`src/rtl/trng_pkg.sv`:
```
// Shared types, default parameters and the von Neumann pair corrector
// for the TRNG bit source.
package trng_pkg;

    typedef enum logic [1:0] {
        WARMUP = 2'd0,
        RUN    = 2'd1,
        FAIL   = 2'd2
    } trng_state_t;

    localparam int DEF_DEPTH          = 16;
    localparam int DEF_REP_LIMIT      = 32;
    localparam int DEF_WARMUP_SAMPLES = 64;
    localparam int DEF_SYNC_STAGES    = 2;

    typedef struct packed {
        logic bit_val;
        logic valid;
    } vn_out_t;

    // (0,1) -> 0 and (1,0) -> 1: the output is the first sample
    function automatic vn_out_t vn_correct(input logic first,
                                           input logic second);
        vn_out_t r;
        r.bit_val = first;
        r.valid   = first ^ second;
        return r;
    endfunction

endpackage

```
`src/rtl/trng_bit_source_if.sv`:
```
// Single-bit consumer handshake between the entropy source and the
// word-assembly stage.
interface trng_bit_source_if;
    logic trng_bit;
    logic bit_valid;
    logic trng_next;

    modport master (
        output trng_bit,
        output bit_valid,
        input  trng_next
    );

    modport slave (
        input  trng_bit,
        input  bit_valid,
        output trng_next
    );
endinterface

```
`src/rtl/trng_bit_fifo.sv`:
```
// Synchronous single-bit FIFO with flush; no fall-through, a push while
// full is dropped unless a pop frees the slot in the same cycle.
module trng_bit_fifo #(
    parameter int DEPTH = 16
) (
    input  logic                       clk,
    input  logic                       reset,
    input  logic                       i_push,
    input  logic                       i_push_bit,
    input  logic                       i_pop,
    input  logic                       i_flush,
    output logic                       o_head,
    output logic [$clog2(DEPTH+1)-1:0] o_level
);
    localparam int AW = $clog2(DEPTH);
    localparam int LW = $clog2(DEPTH + 1);

    logic [DEPTH-1:0] r_mem;
    logic [AW-1:0]    r_wr;
    logic [AW-1:0]    r_rd;
    logic [LW-1:0]    r_level;

    logic w_full;
    logic w_empty;
    logic w_do_pop;
    logic w_do_push;

    assign w_full    = (r_level == LW'(DEPTH));
    assign w_empty   = (r_level == '0);
    assign w_do_pop  = i_pop && !w_empty;
    assign w_do_push = i_push && (!w_full || w_do_pop);

    always_ff @(posedge clk) begin
        if (w_do_push && !reset && !i_flush) begin
            r_mem[r_wr] <= i_push_bit;
        end
    end

    always_ff @(posedge clk) begin
        if (reset || i_flush) begin
            r_wr    <= '0;
            r_rd    <= '0;
            r_level <= '0;
        end else begin
            if (w_do_push) begin
                r_wr <= r_wr + AW'(1);
            end
            if (w_do_pop) begin
                r_rd <= r_rd + AW'(1);
            end
            r_level <= r_level + LW'(w_do_push) - LW'(w_do_pop);
        end
    end

    assign o_head  = r_mem[r_rd];
    assign o_level = r_level;

endmodule

```
`src/rtl/trng_bit_source.sv`:
```
// Entropy front end: synchronizer, repetition-count health test,
// von Neumann debiasing and a bit FIFO feeding one bit per request.
module trng_bit_source
    import trng_pkg::*;
#(
    parameter int DEPTH          = DEF_DEPTH,
    parameter int REP_LIMIT      = DEF_REP_LIMIT,
    parameter int WARMUP_SAMPLES = DEF_WARMUP_SAMPLES,
    parameter int SYNC_STAGES    = DEF_SYNC_STAGES
) (
    input  logic                       clk,
    input  logic                       reset,
    input  logic                       en,
    input  logic                       raw_entropy,
    input  logic                       clear_fail,
    trng_bit_source_if.master          bus,
    output logic                       health_fail,
    output logic [$clog2(DEPTH+1)-1:0] fifo_level
);
    localparam int LW = $clog2(DEPTH + 1);

    trng_state_t r_state;
    trng_state_t w_state_next;

    logic [SYNC_STAGES-1:0] r_sync;
    logic                   r_samp;
    logic                   r_first;
    logic                   r_phase;
    logic [7:0]             r_rep;
    logic [9:0]             r_warm;

    logic          w_s;
    logic [7:0]    w_rep_next;
    logic          w_rep_hit;
    logic          w_warm_done;
    vn_out_t       w_vn;
    logic          w_push;
    logic          w_pop;
    logic          w_bit_valid;
    logic          w_head;
    logic [LW-1:0] w_level;

    assign w_s = r_sync[SYNC_STAGES-1];

    always_ff @(posedge clk) begin
        if (reset) begin
            r_sync <= '0;
        end else if (en) begin
            r_sync <= {r_sync[SYNC_STAGES-2:0], raw_entropy};
        end
    end

    assign w_rep_next = (w_s != r_samp)        ? 8'd1  :
                        (r_rep == 8'(REP_LIMIT)) ? r_rep :
                        r_rep + 8'd1;

    assign w_rep_hit   = en && (r_state != FAIL) &&
                         (w_rep_next == 8'(REP_LIMIT));
    assign w_warm_done = (r_warm == 10'(WARMUP_SAMPLES - 1));
    assign w_vn        = vn_correct(r_first, w_s);

    // A health hit wins over the push of the pair it completes
    assign w_push = en && (r_state == RUN) && r_phase &&
                    w_vn.valid && !w_rep_hit;

    assign w_bit_valid = en && (r_state == RUN) && (w_level != '0);
    assign w_pop       = bus.trng_next && w_bit_valid;

    always_ff @(posedge clk) begin
        if (reset) begin
            r_state <= WARMUP;
        end else begin
            r_state <= w_state_next;
        end
    end

    always_comb begin
        w_state_next = r_state;
        if (en) begin
            unique case (r_state)
                WARMUP: begin
                    if (w_rep_hit) begin
                        w_state_next = FAIL;
                    end else if (w_warm_done) begin
                        w_state_next = RUN;
                    end
                end
                RUN: begin
                    if (w_rep_hit) begin
                        w_state_next = FAIL;
                    end
                end
                FAIL: begin
                    if (clear_fail) begin
                        w_state_next = WARMUP;
                    end
                end
                default: w_state_next = WARMUP;
            endcase
        end
    end

    always_ff @(posedge clk) begin
        if (reset) begin
            r_samp  <= 1'b0;
            r_first <= 1'b0;
            r_phase <= 1'b0;
            r_rep   <= 8'd1;
            r_warm  <= '0;
        end else if (en) begin
            r_samp <= w_s;
            unique case (r_state)
                WARMUP: begin
                    r_rep   <= w_rep_next;
                    r_warm  <= r_warm + 10'd1;
                    r_phase <= 1'b0;
                end
                RUN: begin
                    r_rep <= w_rep_next;
                    if (!r_phase) begin
                        r_first <= w_s;
                    end
                    r_phase <= ~r_phase;
                end
                FAIL: begin
                    if (clear_fail) begin
                        r_rep   <= 8'd1;
                        r_warm  <= '0;
                        r_phase <= 1'b0;
                    end
                end
                default: ;
            endcase
        end
    end

    trng_bit_fifo #(
        .DEPTH(DEPTH)
    ) u_fifo (
        .clk       (clk),
        .reset     (reset),
        .i_push    (w_push),
        .i_push_bit(w_vn.bit_val),
        .i_pop     (w_pop),
        .i_flush   (w_rep_hit),
        .o_head    (w_head),
        .o_level   (w_level)
    );

    assign bus.trng_bit  = w_bit_valid & w_head;
    assign bus.bit_valid = w_bit_valid;
    assign health_fail   = (r_state == FAIL);
    assign fifo_level    = w_level;

endmodule
```
`src/flat_wrapper.sv`:
```
// flat-port wrapper written by rule: the top's interface ports become plain ports
module trng_bit_source_flat import trng_pkg::*;
#(
    parameter int DEPTH          = DEF_DEPTH,
    parameter int REP_LIMIT      = DEF_REP_LIMIT,
    parameter int WARMUP_SAMPLES = DEF_WARMUP_SAMPLES,
    parameter int SYNC_STAGES    = DEF_SYNC_STAGES
)
  (clk, reset, en, raw_entropy, clear_fail, health_fail, fifo_level, bus_trng_bit, bus_bit_valid, bus_trng_next);
  trng_bit_source_if bus_i ();
  input  logic clk;
  input  logic reset;
  input  logic en;
  input  logic raw_entropy;
  input  logic clear_fail;
  output logic health_fail;
  output logic [$clog2(DEPTH+1)-1:0] fifo_level;
  output wire logic [$bits(bus_i.trng_bit)-1:0] bus_trng_bit;
  output wire logic [$bits(bus_i.bit_valid)-1:0] bus_bit_valid;
  input wire logic [$bits(bus_i.trng_next)-1:0] bus_trng_next;
  assign bus_trng_bit = bus_i.trng_bit;
  assign bus_bit_valid = bus_i.bit_valid;
  assign bus_i.trng_next = bus_trng_next;
  trng_bit_source #(.DEPTH(DEPTH), .REP_LIMIT(REP_LIMIT), .WARMUP_SAMPLES(WARMUP_SAMPLES), .SYNC_STAGES(SYNC_STAGES)) u_core (.clk(clk), .reset(reset), .en(en), .raw_entropy(raw_entropy), .clear_fail(clear_fail), .bus(bus_i), .health_fail(health_fail), .fifo_level(fifo_level));
endmodule
```
`config.mk`:
```
export PLATFORM = sky130hd
export DESIGN_NAME = trng_bit_source_flat
export DESIGN_NICKNAME = d
export VERILOG_FILES = /design/src/rtl/trng_pkg.sv /design/src/rtl/trng_bit_source_if.sv /design/src/rtl/trng_bit_fifo.sv /design/src/rtl/trng_bit_source.sv /design/src/flat_wrapper.sv
export SDC_FILE = /design/constraint.sdc
export NUM_CORES = 1
export LEC_CHECK = 0
export CAP_MARGIN = 25
export CORE_MARGIN = 1
export CORE_UTILIZATION = 43
export CTS_CLUSTER_SIZE = 8
export DETAILED_ROUTE_END_ITERATION = 12
export PLACE_DENSITY = 0.58
export SLEW_MARGIN = 20
export SYNTH_ARGS = -nofsm -noshare
export SYNTH_HDL_FRONTEND = slang
export SYNTH_SLANG_ARGS = --single-unit
```
`constraint.sdc`:
```
create_clock -name clk -period 8.1 [get_ports clk]
set_clock_uncertainty 0.1 [all_clocks]
set_input_delay 0.81 -clock clk [delete_from_list [all_inputs] [get_ports clk]]
set_output_delay 0.81 -clock clk [all_outputs]
set_load 0.05 [all_outputs]
```
==> results.md <==
- The flow ran to the end, and the final reports show no timing, DRC or antenna violations.
- The Yosys step of the flow raised 0 warnings.
- By area the synthesized netlist is led by dfxtp_1 (27%), edfxtp_1 (17%), ha_1 (6.1%).
- The worst hold slack across all endpoints is 0.418 ns.
- The number of top-level pins is 14.
- VDD sags by at most 0.0000602 V.
- The floorplan step defined a core boundary enclosing 6390 um^2.
- The count of buffers from port buffering is 13.
- The final route contains 2,065 vias.
- The flop and latch count out of synthesis is 54.
- The net switching share of the total power is 0.231.
- The slew of the pin with the lowest slew margin is 0.666 ns.
- The repair_antennas step left the layout with diodes totalling 0.
- The cell area after synthesis is 2870 um^2.
- The per-instance average area after synthesis is 9.79 um^2.
- After detailed routing, the average wire length per cell comes to 14.1 um.
- Along the worst path, the maximum fanout reaches 19.
- The power share of the combinational group is 0.054.
- The worst pin sits at a relative slew slack of 0.551.
- The top cell type by total area after synthesis is dfxtp_1.
- The count of buffer and inverter cells on the critical path is 4.
- The data required time at the worst endpoint is 8.19 ns.
- The synthesized netlist contains 51 unique library cells.
- For the worst flop-to-flop path, the logic depth is 17.
- Of all flip-flops after synthesis, the portion carrying an async set or reset was 0.
- The count of flip-flops with a built-in enable after synthesis is 16.
- The final antenna-violating net count is 0.
- The wire length of the first global-routing pass is 9.32 mm.
- Detailed placement finished with a half-perimeter wire length of 3.70 mm.
- The number of setup buffers added after CTS is 0.
- The part of the total power dissipated in the clock network is 0.325.
- Routability-driven placement finished with a final weighted congestion of 0.769.
- In this run the critical register-to-register path is launched from u_core.r_rep[1].
- Before antenna repair, the detailed router went through 4 iterations.
- The number of DRC violations after detailed routing is 0.
- The internal portion of the total power is 0.000350 W.
- Dividing the final minimum period by the clock period gives 0.533.
- Wires add up to 5.33 mm.
- The proportion of netlist area held by the largest area contributor is 0.265.
- The global routing usage summed across all routing layers is 0.164.
- Gates resized during post-CTS repair numbered 0.
- The layout net count is 321.
- The first routing iteration left 92 violations.
- The signal on the critical path passes through clkdlybuf4s50_1 > nand3b_1 > nor3b_1 > nand2_1 > or2_2 > ha_1 > inv_1 > ha_1 > inv_1 > fa_1 > inv_1 > a21oi_1 > o21bai_1 > xnor2_1 > nor3_1.
- The routed length on met1 is 2.74 mm.
- The number of buffers created by CTS is 5.
- Based on the critical path, the design can be clocked at up to 232 MHz.
- The final-report max-slew violation count came to 0.
- After technology mapping, the gate count stands at 293.
- The deepest clock path buffer count is 2.
- The die covers 7000 um^2.
- Setup repair after global routing left no endpoint under its margin.
- The critical path's largest stage delay is 0.73 ns.
- The most common flop cell mapped by yosys is dfxtp_1.
- The number of core rows is 29.
- The overall die height is 83.7 um.
- In this run the most critical hold path is launched from u_core.r_warm[9].
- The cell at the root of the clock tree is clkbuf_8.
- Wire segments on met3 add up to 107 um in the final route.
- The number of levels the H-tree was split into is 2.
- The kind of capture point of the worst setup path is a register.
- The number of nets in the synthesized netlist is 314.
- The clock latency at the later pin of the worst-skew pair is 0.30 ns.
- The post-cts hold buffer count is 0.
- The number of global-route vias before repair is 1,900.
- The final count of hold timing violations came to 0.
- The end of the worst register-to-register path is u_core.u_fifo.o_level[4].
- The wire length on met2 is 2.41 mm.
- The share of total power dissipated in sequential elements is 0.621.
- For the worst setup path, the data arrival time is 4.40 ns.
- The share of the Yosys chip area taken by registers is 0.433.
- Compared with the post-synthesis result, the final layout area differs by 8.03%.
- In this run the register-to-register setup slack is 4.31 ns.
- The kind of cell with the highest combined delay along the critical path is simple AND/OR/NAND/NOR gates.
- Clock-pin slew was measured on the worst setup and hold paths at 0.10 ns.
- The worst hold endpoint is u_core.r_warm[9].
- The most common cell in the synthesized netlist is dfxtp_1.
- The cell seen most often among critical-path stages is inv_1.
- The final total negative setup slack is 0 ns.
- The maximum number of pins on one net before global-route repair is 33.
- The number of violations of the max-capacitance limit is 0.
- The static leakage is 1.10 nW.
- The critical path start-end classification is in2reg.
- TritonCTS built the clock tree.
- The commonest cells after synthesis are dfxtp_1 (38), nor2_1 (29), nor4_1 (20).
- The fraction of layout cells with a size suffix above 1 is 0.0631.
- Using the TritonRoute via totals, the vias-per-cell ratio works out to 5.46.
- The initial antenna violation count was 0.
- The overflow left after global routing is 0.
- Along the worst hold path, the cell count comes to 2.
- Setup violations remaining at the end of the flow were counted as 0.
- The tightest min-delay check is of the reg2reg type.
- The horizontal die dimension is 83.7 um.
- Dividing total power by cell area gives a power density of 147 nW/um^2.
- The analysis attributes to net switching a power of 0.000105 W.
- STA classifies the critical path startpoint as an input pin.
- The highest metal layer with signal wires is met4.
- The clock sink count is 54.
- The routed design could run at a clock period as short as 4.32 ns.
- The initial core utilization is 0.449.
- For this design, the slowest cell found on the critical path is clkdlybuf4s50_1.
-- power by group through the flow --
| stage | clock [W] | sequential, W | combinational (W) |
|---|---|---|---|
| floorplan | 0 | 0.000287 | 0.0000195 |
| global placement | 0 | 0.000289 | 0.0000246 |
| detailed placement | 0 | 0.000289 | 0.0000249 |
| CTS | 0.000155 | 0.000283 | 0.0000249 |
| global route | 0.000166 | 0.000283 | 0.0000281 |
| finish | 0.000148 | 0.000283 | 0.0000248 |
-- worst max-delay path by stage --
| stage | start | end | slack (ns) | cells past startpoint |
|---|---|---|---|---|
| 3_5_place_dp | en | u_core.u_fifo.o_level[4] | 3.45 | 15 |
| 5_1_grt | en | u_core.u_fifo.o_level[4] | 3.40 | 15 |
| 2_1_floorplan | u_core.r_state[1] | u_core.u_fifo.o_level[4] | 4.48 | 16 |
| 3_3_place_gp | en | u_core.u_fifo.o_level[4] | 3.52 | 15 |
| 6_report | en | u_core.u_fifo.o_level[4] | 3.78 | 15 |
| 4_1_cts | en | u_core.u_fifo.o_level[4] | 3.79 | 15 |
-- kinds of logic after synthesis --
family          share of synthesized area
buf+inv                            0.0502
compound gates                     0.0764
xor+xnor                           0.0672
flops                               0.433
fa+ha+maj                          0.0681
mux                                0.0606
simple gates                        0.245
-- placed cells by master, fill, tap and decap left out, drive strengths merged, types with 3 or more instances in the layout --
master	instances
dfxtp	38
nor2	29
nor4	20
nand2	18
nor3	17
edfxtp	16
ha	14
inv	13
clkdlybuf4s50	13
xor2	12
xnor2	10
a21oi	10
nand3	10
o21ai	8
clkbuf	7
nor2b	5
and3	5
nand2b	5
mux4	5
mux2i	5
nand4	4
or2	3
nor3b	3
-- worst min-delay path: stages, from the launching register on --
cell     delay (ns)
dfxtp_1        0.35
xor2_1         0.07
nor2_1         0.07
-- metal layers --
layer  vias to the layer above  global-route usage
met1                       961               0.230
met3                         6              0.0336
met4                         0              0.0478
li1                       1078                   -
met5                         -                   0
met2                        20               0.256
-- cell type report --
class	instances	area (um^2)
clock buffer	7	76.3
clock inverter	1	7.51
fill	615	3290
inverter	13	48.8
multi-input combinational	211	1480
sequential	54	1240
tap	77	96.3
timing repair buffer	15	145
-- registers in the layout (all words and copies together) (netlist names) --
register and cells:
u_core.r_warm 10, u_core.r_samp 1, u_core.r_first 1, u_core.u_fifo.r_mem 16, u_core.r_phase 1, u_core.r_sync 2, u_core.u_fifo.r_rd 4, u_core.u_fifo.o_level 5
u_core.u_fifo.r_wr 4, u_core.r_state 2, u_core.r_rep 8
-- metrics by stage --
stage	power, W	cells	util	cell area, um^2	worst slack (ns)
3_3_place_gp	0.000314	370	0.472	3010	3.52
4_1_cts	0.000463	378	0.485	3100	3.79
2_1_floorplan	0.000307	293	-	2870	4.48
3_5_place_dp	0.000314	370	0.472	3010	3.45
5_1_grt	0.000478	378	0.485	3100	3.40
6_report	0.000455	378	0.485	3100	3.78
No activity file was read; power rests on OpenSTA's default activity.
